--- config.mk ---
export PLATFORM = sky130hd
export DESIGN_NAME = apb_bus_initiator
export DESIGN_NICKNAME = d
export VERILOG_FILES = /design/src/rtl/apb_bus_initiator.sv
export SDC_FILE = /design/constraint.sdc
export NUM_CORES = 1
export LEC_CHECK = 0
export ABC_AREA = 1
export BUFFER_PORTS_ARGS = -buffer_cell sky130_fd_sc_hd__buf_2
export CAP_MARGIN = 15
export CORE_AREA = 2 2 124 126
export CTS_CLUSTER_DIAMETER = 30
export DETAILED_ROUTE_END_ITERATION = 12
export DIE_AREA = 0 0 126 128
export GPL_TIMING_DRIVEN = 0
export PLACE_DENSITY_LB_ADDON = 0.25
export SLEW_MARGIN = 20
export SYNTH_ARGS = -nofsm -noshare
export SYNTH_HDL_FRONTEND = slang
export SYNTH_SLANG_ARGS = --single-unit
--- constraint.sdc ---
create_clock -name clk -period 7.3 [get_ports clk]
set_clock_uncertainty 0.15 [all_clocks]
set_input_delay 0 -clock clk [delete_from_list [all_inputs] [get_ports clk]]
set_output_delay 0 -clock clk [all_outputs]
set_load 0.02 [all_outputs]
--- src/rtl/apb_bus_initiator.sv ---
// APB initiator: turns a single-outstanding request/response port into APB transfers.
// Optional ACCESS-phase timeout abort is compiled in with `define APB_TIMEOUT_EN.
module apb_bus_initiator #(
   parameter int W_ADDR         = 32,
   parameter int W_DATA         = 32,
   parameter int W_PADDR        = 16,
   parameter int TIMEOUT_CYCLES = 255
) (
   input  logic               clk,
   input  logic               rst,
   input  logic               req_valid,
   output logic               req_ready,
   input  logic [W_ADDR-1:0]  req_addr,
   input  logic               req_write,
   input  logic [W_DATA-1:0]  req_wdata,
   input  logic [W_DATA-1:0]  req_hartid,
   input  logic [W_ADDR-1:0]  req_pc,
   output logic               rsp_valid,
   output logic [W_DATA-1:0]  rsp_rdata,
   output logic               rsp_err,
   output logic [W_PADDR-1:0] paddr,
   output logic               psel,
   output logic               penable,
   output logic               pwrite,
   output logic [W_DATA-1:0]  pwdata,
   input  logic [W_DATA-1:0]  prdata,
   input  logic               pready,
   input  logic               pslverr,
   output logic [W_DATA-1:0]  phartid,
   output logic [W_ADDR-1:0]  pd_pc
);

   typedef enum logic [1:0] {
      ST_IDLE   = 2'd0,
      ST_SETUP  = 2'd1,
      ST_ACCESS = 2'd2
   } state_t;

   state_t              r_state;
   logic [W_PADDR-1:0]  r_paddr;
   logic                r_psel;
   logic                r_penable;
   logic                r_pwrite;
   logic [W_DATA-1:0]   r_pwdata;
   logic [W_DATA-1:0]   r_phartid;
   logic [W_ADDR-1:0]   r_pd_pc;
   logic                r_rsp_valid;
   logic [W_DATA-1:0]   r_rsp_rdata;
   logic                r_rsp_err;

   if (TIMEOUT_CYCLES < 1) begin : g_bad_timeout
      $error("apb_bus_initiator: TIMEOUT_CYCLES must be at least 1");
   end

   if (W_ADDR > W_PADDR) begin : g_addr_hi
      logic w_unused_addr_hi;
      assign w_unused_addr_hi = ^req_addr[W_ADDR-1:W_PADDR];
   end

   function automatic logic [W_DATA-1:0] f_rsp_data(input logic wr,
                                                    input logic [W_DATA-1:0] rd);
      return wr ? '0 : rd;
   endfunction

`ifdef APB_TIMEOUT_EN
   localparam int W_CNT_RAW = $clog2(TIMEOUT_CYCLES + 1);
   localparam int W_CNT     = (W_CNT_RAW < 8) ? 8 : ((W_CNT_RAW > 32) ? 32 : W_CNT_RAW);

   logic [W_CNT-1:0] r_cnt;
   logic             w_timeout;

   // The count holds the number of wait cycles already seen, so this cycle is the last allowed one.
   assign w_timeout = (r_cnt == W_CNT'(TIMEOUT_CYCLES - 1));
`endif

   always_ff @(posedge clk or posedge rst) begin
      if (rst) begin
         r_state     <= ST_IDLE;
         r_paddr     <= '0;
         r_psel      <= 1'b0;
         r_penable   <= 1'b0;
         r_pwrite    <= 1'b0;
         r_pwdata    <= '0;
         r_phartid   <= '0;
         r_pd_pc     <= '0;
         r_rsp_valid <= 1'b0;
         r_rsp_rdata <= '0;
         r_rsp_err   <= 1'b0;
`ifdef APB_TIMEOUT_EN
         r_cnt       <= '0;
`endif
      end else begin
         r_rsp_valid <= 1'b0;
         case (r_state)
            ST_IDLE: begin
               if (req_valid) begin
                  r_paddr   <= req_addr[W_PADDR-1:0];
                  r_pwrite  <= req_write;
                  r_pwdata  <= req_write ? req_wdata : '0;
                  r_phartid <= req_hartid;
                  r_pd_pc   <= req_pc;
                  r_psel    <= 1'b1;
                  r_penable <= 1'b0;
                  r_state   <= ST_SETUP;
               end
            end
            ST_SETUP: begin
               r_penable <= 1'b1;
               r_state   <= ST_ACCESS;
`ifdef APB_TIMEOUT_EN
               r_cnt     <= '0;
`endif
            end
            ST_ACCESS: begin
               if (pready) begin
                  r_psel      <= 1'b0;
                  r_penable   <= 1'b0;
                  r_rsp_valid <= 1'b1;
                  r_rsp_err   <= pslverr;
                  r_rsp_rdata <= f_rsp_data(r_pwrite, prdata);
                  r_state     <= ST_IDLE;
               end
`ifdef APB_TIMEOUT_EN
               else if (w_timeout) begin
                  r_psel      <= 1'b0;
                  r_penable   <= 1'b0;
                  r_rsp_valid <= 1'b1;
                  r_rsp_err   <= 1'b1;
                  r_rsp_rdata <= '0;
                  r_state     <= ST_IDLE;
               end else begin
                  r_cnt <= r_cnt + 1'b1;
               end
`endif
            end
            default: begin
               r_state <= ST_IDLE;
            end
         endcase
      end
   end

   assign req_ready = (r_state == ST_IDLE);
   assign paddr     = r_paddr;
   assign psel      = r_psel;
   assign penable   = r_penable;
   assign pwrite    = r_pwrite;
   assign pwdata    = r_pwdata;
   assign phartid   = r_phartid;
   assign pd_pc     = r_pd_pc;
   assign rsp_valid = r_rsp_valid;
   assign rsp_rdata = r_rsp_rdata;
   assign rsp_err   = r_rsp_err;

endmodule

==> run_results.csv, run 1 <==
group,metric,value,unit
yosys,synth_top_area_share,58.8,%
yosys,syn_area,6420,sq um
global_route,grt_usage,27.4,%
timing,whs,-0.00933,ns
yosys,synthMuxAreaShare,0,%
yosys,synth.distinct_cells,16,
yosys,synth_compound_area_share,0.156,%
finish,final_area,10300,sq um
worst_setup_path,cp_num_buf_inv,2,
placed_design,port_buffers,296,
min_path,hp-class,"in2reg",
global_route,overflow,0,
routing,dr.first_iter.drc_count,441,
placed_design,dpl_cell_area,8170,sq um
cts,clock_sinks,151,
routing,drc_errors,0,
finish,instances_no_fill,1460,
yosys,synth_area_leader_cell,"dfrtp_1",
floorplanning,rows,45,
worst_setup_path,endpoint_kind,"output port",
yosys,syn_inst,789,
worst_setup_path,worstPathArrival,1.75,ns
yosys,yosysWarningCount,0,
timing,tightestPinTransition,0.570,ns
floorplanning,initial_core_util,43.2,%
floorplanning,fp.dieH,128,um
yosys,syn_avg_cell_area,8.14,sq um
routing,routedWlPerCell,15.1,um
cts,clkTransAtPathRegs,0.06,ns
yosys,yosysSeqAreaShare,58.8,%
finish,nets,1424,
floorplanning,ios,316,
worst_setup_path,cpPeakStageDelay,0.45,ns
worst_setup_path,cp_cell_sequence,"nor2_4, buf_1, buf_2",
cts,clock_latency,0.41,ns
yosys,yosysMostFrequentCell,"nand2_1",
routing,routed_wl,22100,um
yosys,yosys_most_used_dff,"dfrtp_1",
yosys,synthTopCellsByCount,"nand2_1, dfrtp_1, nand3_1",
timing,hold_viol_final,2,
timing,period_needed,1.90,ns
pwr,switching_share,44.1,%
cts,postCtsResizedCells,0,
timing,rsz0062_at_grt,"no",
pwr,p_leak,6.05,nW
pwr,p_clk_share,20.9,%
cts,cts_tree,"built",
global_route,grt_pass1_wl,35000,um
timing,finalSetupViolCount,0,
pwr,power_density,408,nW/um^2
timing,slew-limit-headroom,62.0,%
yosys,synthArstFlopShare,100,%
global_route,grt_pass1_vias,7042,
cts,root_buffer,"clkbuf_16",
timing,tns,0,ns
yosys,synthTopCellsByArea,"dfrtp_1, nand2_1, nand3_1, inv_1, nor2_1",
global_route,grt_max_degree,80,
routing,dr_total_vias,7014,
worst_setup_path,cp_top_family,"buffers and inverters",
yosys,synth_top_family_by_area,"simple AND/OR/NAND/NOR gates",
finish,drive_gt1_share,28.1,%
pwr,p_int,0.00235,W
cts,clockBufferDepth,2,
pwr,switchingPower,0.00185,W
pwr,ir_drop,0.231,mV
cts,cts_setup_buffers,0,
placed_design,post-place-cells,1274,
timing,fmax,526,MHz
floorplanning,die-area,16100,sq um
worst_setup_path,path_max_fanout,10,
yosys,ys_ff_latch,151,
pwr,p_comb_share,44.8,%
cts,cts_buffers,17,
yosys,synth_xor_area_share,0,%
finish,fillers,1144,
run,drv_cap,0,
yosys,synth_nets,955,
cts,postCtsHoldBufs,153,
pwr,p_seq_share,34.3,%
run_status,failed_checks,"negative hold slack",
floorplanning,coreArea,14900,sq um
worst_setup_path,startpoint_type,"flip-flop",
placed_design,dp_hpwl,13600,um
routing,final_antenna_net_count,0,
worst_setup_path,critPathSlowestCell,"dfrtp_1",
yosys,synthAdderAreaFrac,0,%
run_status,status,"finished with violations",
yosys,synth-simple-area-share,33.1,%
yosys,synth_edf_count,0,
global_route,antenna_found_initial,0,
timing,finalMaxSlewViolations,0,
routing,dr.pass1.iters,5,
placed_design,gp_congestion,0.864,
worst_setup_path,worstSetupPathType,"reg2out",
cts,htree_levels,4,
floorplanning,die_w,126,um
worst_setup_path,critPathRequiredTime,7.15,ns
timing,post-route-period-util,26.1,%
routing,routed_via_density,4.80,
finish,synthToLayoutAreaGrowth,60.3,%
-- power by group through the flow --
stage	clock network (W)	registers, W	logic (W)
after floorplan	0	0.00191	0.000636
after global placement	0	0.00143	0.00177
after detailed placement	0	0.00143	0.00180
after CTS	0.000890	0.00143	0.00186
after global routing	0.000929	0.00149	0.00205
final	0.000878	0.00144	0.00188
-- layout make-up --
cell class              count  area, sq um  share of cell area [%]
plain buffers              55          250                    2.43
diodes                      1         2.50                  0.0243
repair buffers            450         3040                    29.5
multi-input cells         514         2130                    20.7
flip-flops and latches    151         3780                    36.7
clock inverters            13          146                    1.42
well taps                 188          235                    2.28
inverters                  69          267                    2.59
clock buffers              19          443                    4.30
-- metrics by stage --
stage | hold WS (ns) | utilization (%) | setup slack, ns | power (W)
floorplan | -0.00917 | - | 3.09 | 0.00255
global placement | 0.0784 | 54.7 | 1.27 | 0.00321
detailed placement | -0.0579 | 55.0 | 5.50 | 0.00323
CTS | 0.00238 | 69.3 | 5.38 | 0.00419
global route | 0.0146 | 69.3 | 5.32 | 0.00447
finish | -0.00933 | 69.3 | 5.40 | 0.00420
-- worst min-delay path, delay by kind of cell --
family | cells | cell delay [ns]
AND/OR/NAND/NOR | 2 | 0.16
buffers and inverters | 2 | 0.36
-- state kept, by name, summed over array words and instances, names as in the netlist, 2 cells and up --
register,count
paddr,16
pd_pc,32
phartid,32
pwdata,32
r_state,2
rsp_rdata,32
-- cells in the final DEF (no fill, tap or decap), drive strengths merged --
cell type      n
buf          329
a21oi          1
bufinv         2
nand2        330
dfrtp        151
nor2          35
dlygate4sd3  153
inv           72
o21ai          1
clkbuf        42
clkinvlp       5
diode          1
nand3        147
clkinv         3
-- cell families after synthesis --
family / count (synthesis)
AND/OR/NAND/NOR: 512
flip-flops: 151
buffers and inverters: 124
AO/OA/AOI/OAI: 2
-- worst paths after layout --
check | from | end | slack [ns] | depth (start not counted)
max | r_state[0] | req_ready | 5.40 | 3
min in group asynchronous | rst | pwdata[14] | 0.02 | 3
max reg2reg | r_state[0] | pwrite | 5.53 | 5
max in group asynchronous | rst | pd_pc[15] | 6.22 | 4
min | req_valid | pwdata[31] | -0.009 | 4
min reg2reg | pwdata[4] | pwdata[4] | 0.31 | 2
-- layer usage --
metal / global-route usage (%) / vias to the layer above / wire length, um
met3: 6.51 / 70 / 1410
met4: 14.4 / 0 / 859
met1: 32.9 / 3260 / 8870
met2: 46.1 / 317 / 10900
li1: - / 3367 / -
met5: 0 / - / 0
No activity file was read; power rests on OpenSTA's default activity.
==> run 2, diff against run 1 <==
- CORE_AREA: 2 2 124 126 -> unset
- CORE_MARGIN: unset -> 2
- CORE_UTILIZATION: unset -> 46
- DIE_AREA: 0 0 126 128 -> unset
- clock period: 7.3 -> 1.9 ns (I/O delays scaled with it)
==> run 2 against run 1 <==
The flow now finishes without violations. Flip-flop and latch count unchanged. Clock power increased to 4.3 times the previous value. Sequential power increased to 3.9 times the previous value. Via count increased by 3.6%. Routed wire length increased by 6.0%. Die area decreased by 7.5%. Cell area increased by 1.8%. Sequential share of layout area decreased by 0.64 points. Combinational power increased to 3.9 times the previous value. Non-clock buffer count increased by 9. Critical path type is now reg2reg. Critical endpoint is now phartid[12].
==> run_results.csv, run 2 (synthesis results as in run 1) <==
group,metric,value,unit
run_status,status,"complete, no violations",
floorplanning,fp.dieH,122,um
worst_setup_path,ff2ff_path_depth,5,
finish,nets,1433,
worst_setup_path,critPathRequiredTime,2.09,ns
routing,routedWlPerCell,16.0,um
global_route,grt_pass1_wl,36900,um
timing,period_needed,1.78,ns
routing,dr.pass1.iters,5,
run,drv_cap,0,
routing,drc_errors,0,
finish,fillers,927,
worst_setup_path,path_max_fanout,10,
pwr,p_comb_share,44.3,%
routing,routed_wl,23400,um
timing,whs,0.126,ns
pwr,power_density,1600,nW/um^2
cts,root_buffer,"clkbuf_16",
routing,dr.first_iter.drc_count,456,
finish,utilization,76.1,%
floorplanning,rows,43,
timing,slew-limit-headroom,62.7,%
timing,finalMaxSlewViolations,0,
global_route,grt_pass1_vias,7434,
placed_design,port_buffers,296,
placed_design,dp_hpwl,13900,um
placed_design,gp_congestion,0.811,
routing,routed_via_density,4.98,
global_route,antenna_found_initial,0,
worst_setup_path,cpPeakStageDelay,0.45,ns
timing,hold_viol_final,0,
placed_design,pre_cts_slack,0.148,ns
routing,dr_total_vias,7268,
finish,num_antenna_cells,0,
worst_setup_path,cp_cell_sequence,"nor2_4, buf_2, buf_2, nand3_1, nand2_1",
pwr,ir_drop,0.917,mV
timing,worst_slack,0.122,ns
timing,finalSetupViolCount,0,
pwr,p_leak,6.16,nW
cts,htree_levels,4,
cts,clock_sinks,151,
floorplanning,initial_core_util,46.6,%
finish,layout_common_cells,"nand2_1, buf_2, dlygate4sd3_1",
global_route,use_met3,9.22,%
worst_setup_path,worstSetupPathType,"reg2reg",
finish,synthToLayoutAreaGrowth,63.2,%
floorplanning,ios,316,
worst_setup_path,critPathSlowestCell,"dfrtp_1",
worst_setup_path,endpoint_kind,"flip-flop",
cts,clock_latency,0.41,ns
global_route,gr-usage-met1,35.7,%
floorplanning,die_w,122,um
timing,post-route-period-util,93.6,%
worst_setup_path,startpoint_type,"flip-flop",
cts,clockBufferDepth,2,
global_route,grt_max_degree,35,
timing,fmax,563,MHz
floorplanning,die-area,14900,sq um
worst_setup_path,worstPathArrival,1.97,ns
pwr,switchingPower,0.00719,W
global_route,met2_usage,54.3,%
pwr,finalPower,0.0167,W
timing,tightestPinTransition,0.559,ns
timing,rsz0062_at_grt,"no",
worst_setup_path,crit_top_cell,"buf_2",
cts,cts_tree,"built",
floorplanning,coreArea,13800,sq um
pwr,p_seq_share,33.2,%
min_path,min_path_cells,4,
global_route,busiest_layer,"met2",
cts,clkTransAtPathRegs,0.06,ns
min_path,hp-class,"in2reg",
pwr,p_clk_share,22.5,%
finish,drive_gt1_share,28.4,%
routing,final_antenna_net_count,0,
finish,layout_commonest_cell,"nand2_1",
global_route,overflow,0,
global_route,grt_usage,31.9,%
cts,cts_buffers,17,
pwr,p_int,0.00954,W
pwr,switching_share,43.0,%
## run 2: changes by cell type in the layout (fill, tap and decap cells not counted), moves of 2 or more
cell / before / now
buf_4: 3 / 6
bufinv_16: 2 / 5
clkinvlp_4: 5 / 2
inv_6: 3 / 0
buf_12: 0 / 3
clkbuf_8: 1 / 4
clkinv_4: 2 / 0
dlygate4sd3_1: 153 / 155
## run 2: critical path, delay by kind of cell, from the launching register on
kind / cells / cell delay [ns]
AND/OR/NAND/NOR: 3 / 0.52
flip-flops: 1 / 0.45
buffers and inverters: 2 / 0.59
## run 2: stage by stage
stage | instances | setup TNS [ns] | instance area [sq um]
detailed placement | 1270 | 0 | 8250
global route | 1459 | 0 | 10500
CTS | 1456 | 0 | 10500
global placement | 1265 | -170.15 | 8130
floorplan | 789 | -23.10 | 6420
finish | 1459 | 0 | 10500
## run 2: final cells by class
type,instances,area (sq um),share of cell area [%]
flip-flops and latches,151,3780,36.1
plain buffers,55,251,2.40
clock buffers,23,488,4.66
inverters,69,263,2.51
repair buffers,459,3170,30.3
well taps,180,225,2.15
multi-input cells,514,2130,20.4
clock inverters,8,168,1.60
## run 2: path summary, 6_finish.rpt
path | endpoint | slack (ns) | from
worst max-delay path | phartid[12] | 0.12 | r_state[0]
worst min-delay path | pwrite | 0.13 | req_write
worst max register to register | phartid[12] | 0.12 | r_state[0]
worst min register to register | phartid[2] | 0.31 | phartid[2]
max in group asynchronous | phartid[3] | 0.33 | rst
min in group asynchronous | pwdata[16] | 0.63 | rst
## run 2: what timing repair did
| item | CTS | global route |
|---|---|---|
| hold buffers | 155 | 0 |
| hold endpoints to repair | 268 | 0 |
| resized for setup | 1 | 0 |
| gates cloned | 0 | 0 |
| pin swaps | 0 | 0 |
| endpoints found under the setup margin | 1 | 29 |
| buffers inserted | 0 | 3 |
## run 2: power by group through the flow
stage / Combinational, W / Sequential, W / Clock [W]
after floorplan: 0.00244 / 0.00736 / 0
after global placement: 0.00682 / 0.00549 / 0
after detailed placement: 0.00698 / 0.00551 / 0
after CTS: 0.00725 / 0.00550 / 0.00378
after global routing: 0.00803 / 0.00572 / 0.00394
final: 0.00741 / 0.00556 / 0.00376
## run 2: routing by layer
metal  wire [um]  share of wire, %
met5           0                 0
met4        1110               4.7
met3        1960               8.4
met2       11600                50
met1        8710                37
==> run 3, diff against run 2 <==
- SETUP_SLACK_MARGIN: unset -> 0.2
==> run 3 against run 2 <==
Flip-flop and latch count is the same. Hold slack worse by 0.0097 ns. Cell count fell by 0.27%. Non-clock buffer count down 5. Register-to-register slack improved by 0.15 ns. Clock power barely moved. Global-route usage down 0.13 points. Count of clock-buffer cells in the layout unchanged. Cell area shrank 0.27%. Core utilization is 0.21 points lower. First-iteration DRC count up 12%. Highest routed layer unchanged.
==> run_results.csv, run 3 (synthesis results as in run 1) <==
group,metric,value,unit
worst_setup_path,worstSetupPathType,"reg2reg",
worst_setup_path,cp_cell_sequence,"nor2_4, buf_4, clkbuf_1, nand3_1, nand2_1",
finish,fillers,931,
worst_setup_path,r2r_end,"pwdata[24]",
finish,layout_commonest_cell,"nand2_1",
floorplanning,rows,43,
global_route,grt_pass1_wl,36700,um
timing,slew-limit-headroom,52.9,%
timing,hold_viol_final,0,
routing,dr.pass1.iters,5,
placed_design,dp_hpwl,13900,um
finish,drive_gt1_share,28.7,%
routing,dr.first_iter.drc_count,511,
timing,tightestPinTransition,0.704,ns
finish,layout_common_cells,"nand2_1, buf_2, dlygate4sd3_1",
routing,dr_total_vias,7189,
floorplanning,ios,316,
floorplanning,fp.dieH,122,um
finish,final_area,10400,sq um
timing,fmax,614,MHz
routing,routedWlPerCell,16.0,um
cts,htree_levels,4,
pwr,power_density,1610,nW/um^2
min_path,hp-class,"in2async",
pwr,p_leak,6.16,nW
floorplanning,die-area,14900,sq um
global_route,overflow,0,
cts,clock_latency,0.41,ns
timing,finalSetupViolCount,0,
worst_setup_path,ff2ff_setup_slack,0.27,ns
floorplanning,die_w,122,um
cts,clock_sinks,151,
finish,multi_input_area,2130,sq um
placed_design,port_buffers,296,
timing,finalMaxSlewViolations,0,
run_status,status,"complete, no violations",
global_route,antenna_found_initial,1,
placed_design,gp_congestion,0.811,
worst_setup_path,worstPathArrival,1.84,ns
timing,tns,0,ns
cts,clockBufferDepth,2,
worst_setup_path,endpoint_kind,"flip-flop",
pwr,ir_drop,0.920,mV
finish,utilization,75.9,%
finish,seq_area,3780,sq um
cts,cts_tree,"built",
routing,final_antenna_net_count,0,
run,drv_cap,0,
cts,cts_buffers,17,
global_route,grt_usage,31.8,%
worst_setup_path,critPathRequiredTime,2.11,ns
worst_setup_path,path_max_fanout,10,
placed_design,dpl_cell_area,8250,sq um
finish,instances_no_fill,1455,
routing,routed_wl,23300,um
worst_setup_path,endpoint,"pwdata[24]",
routing,drc_errors,0,
timing,rsz0062_at_grt,"yes",
worst_setup_path,cpPeakStageDelay,0.44,ns
timing,post-route-period-util,85.8,%
worst_setup_path,startpoint_type,"flip-flop",
placed_design,post-place-cells,1270,
finish,nets,1428,
floorplanning,coreArea,13800,sq um
global_route,grt_max_degree,35,
cts,clkTransAtPathRegs,0.06,ns
global_route,grt_pass1_vias,7436,
worst_setup_path,crit_start,"r_state[1]",
routing,routed_via_density,4.94,
timing,period_needed,1.63,ns
worst_setup_path,r2r_start,"r_state[1]",
pwr,finalPower,0.0168,W
floorplanning,initial_core_util,46.6,%
worst_setup_path,ff2ff_path_depth,5,
finish,synthToLayoutAreaGrowth,62.7,%
cts,root_buffer,"clkbuf_16",
worst_setup_path,critPathSlowestCell,"dfrtp_1",
-- run 3: changes by cell type in the layout (fill, tap and decap cells not counted) --
cell / change
buf_1: -2
dlygate4sd3_1: -3
buf_4: +1
clkbuf_2: +4
diode_2: +1
buf_2: -2
clkbuf_1: -3
-- run 3: worst max-delay path, delay by kind of cell (launching register included) --
kind,cells,cell delay [ns]
and+or+nand+nor,3,0.45
buffers and inverters,2,0.53
DFF,1,0.44
-- run 3: power breakdown --
part | switching (W) | total (W) | leakage (nW) | internal [W]
clock network | 0.00129 | 0.00376 | 0.319 | 0.00246
logic | 0.00504 | 0.00745 | 3.94 | 0.00241
registers | 0.000852 | 0.00556 | 1.90 | 0.00471
total | 0.00719 | 0.0168 | 6.16 | 0.00959
-- run 3: worst min path at each step --
| stage | startpoint | to | slack [ns] | depth (start not counted) |
|---|---|---|---|---|
| 2_1_floorplan | pslverr | rsp_err | -0.009 | 2 |
| 3_3_place_gp | req_hartid[13] | phartid[13] | 0.08 | 3 |
| 3_5_place_dp | rst | pwdata[16] | -0.11 | 2 |
| 4_1_cts | rst | pwdata[3] | 0.07 | 4 |
| 5_1_grt | rst | pwdata[10] | 0.12 | 4 |
| 6_report | rst | rsp_rdata[2] | 0.12 | 4 |
-- run 3: metal layers --
metal | GRT usage [%] | part of all wire, %
met5 | 0 | 0
met4 | 19.2 | 5.1
met3 | 9.27 | 8.1
met2 | 53.9 | 49
met1 | 35.4 | 38
-- run 3: area by class of cell --
cell class / count / share of cell area [%]
clock buffers: 23 / 4.67
clock inverters: 8 / 1.60
well taps: 180 / 2.16
plain buffers: 54 / 2.47
diodes: 1 / 0.0239
inverters: 69 / 2.51
multi-input cells: 514 / 20.4
repair buffers: 455 / 30.0
flip-flops and latches: 151 / 36.2
-- run 3: metrics by stage --
step / hold slack (ns) / setup WS (ns)
after floorplan: -0.00917 / -0.153
after global placement: 0.0790 / -1.14
after detailed placement: -0.111 / 0.148
after CTS: 0.0666 / 0.176
after global routing: 0.116 / 0.168
final: 0.116 / 0.270
-- run 3: what timing repair did --
action                                  in CTS  in global routing
endpoints found under the setup margin      33                 80
resized for setup                            3                  6
endpoints found under the hold margin      268                  0
pin swaps                                    0                  1
setup buffers                                0                  2
hold buffers                               152                  0
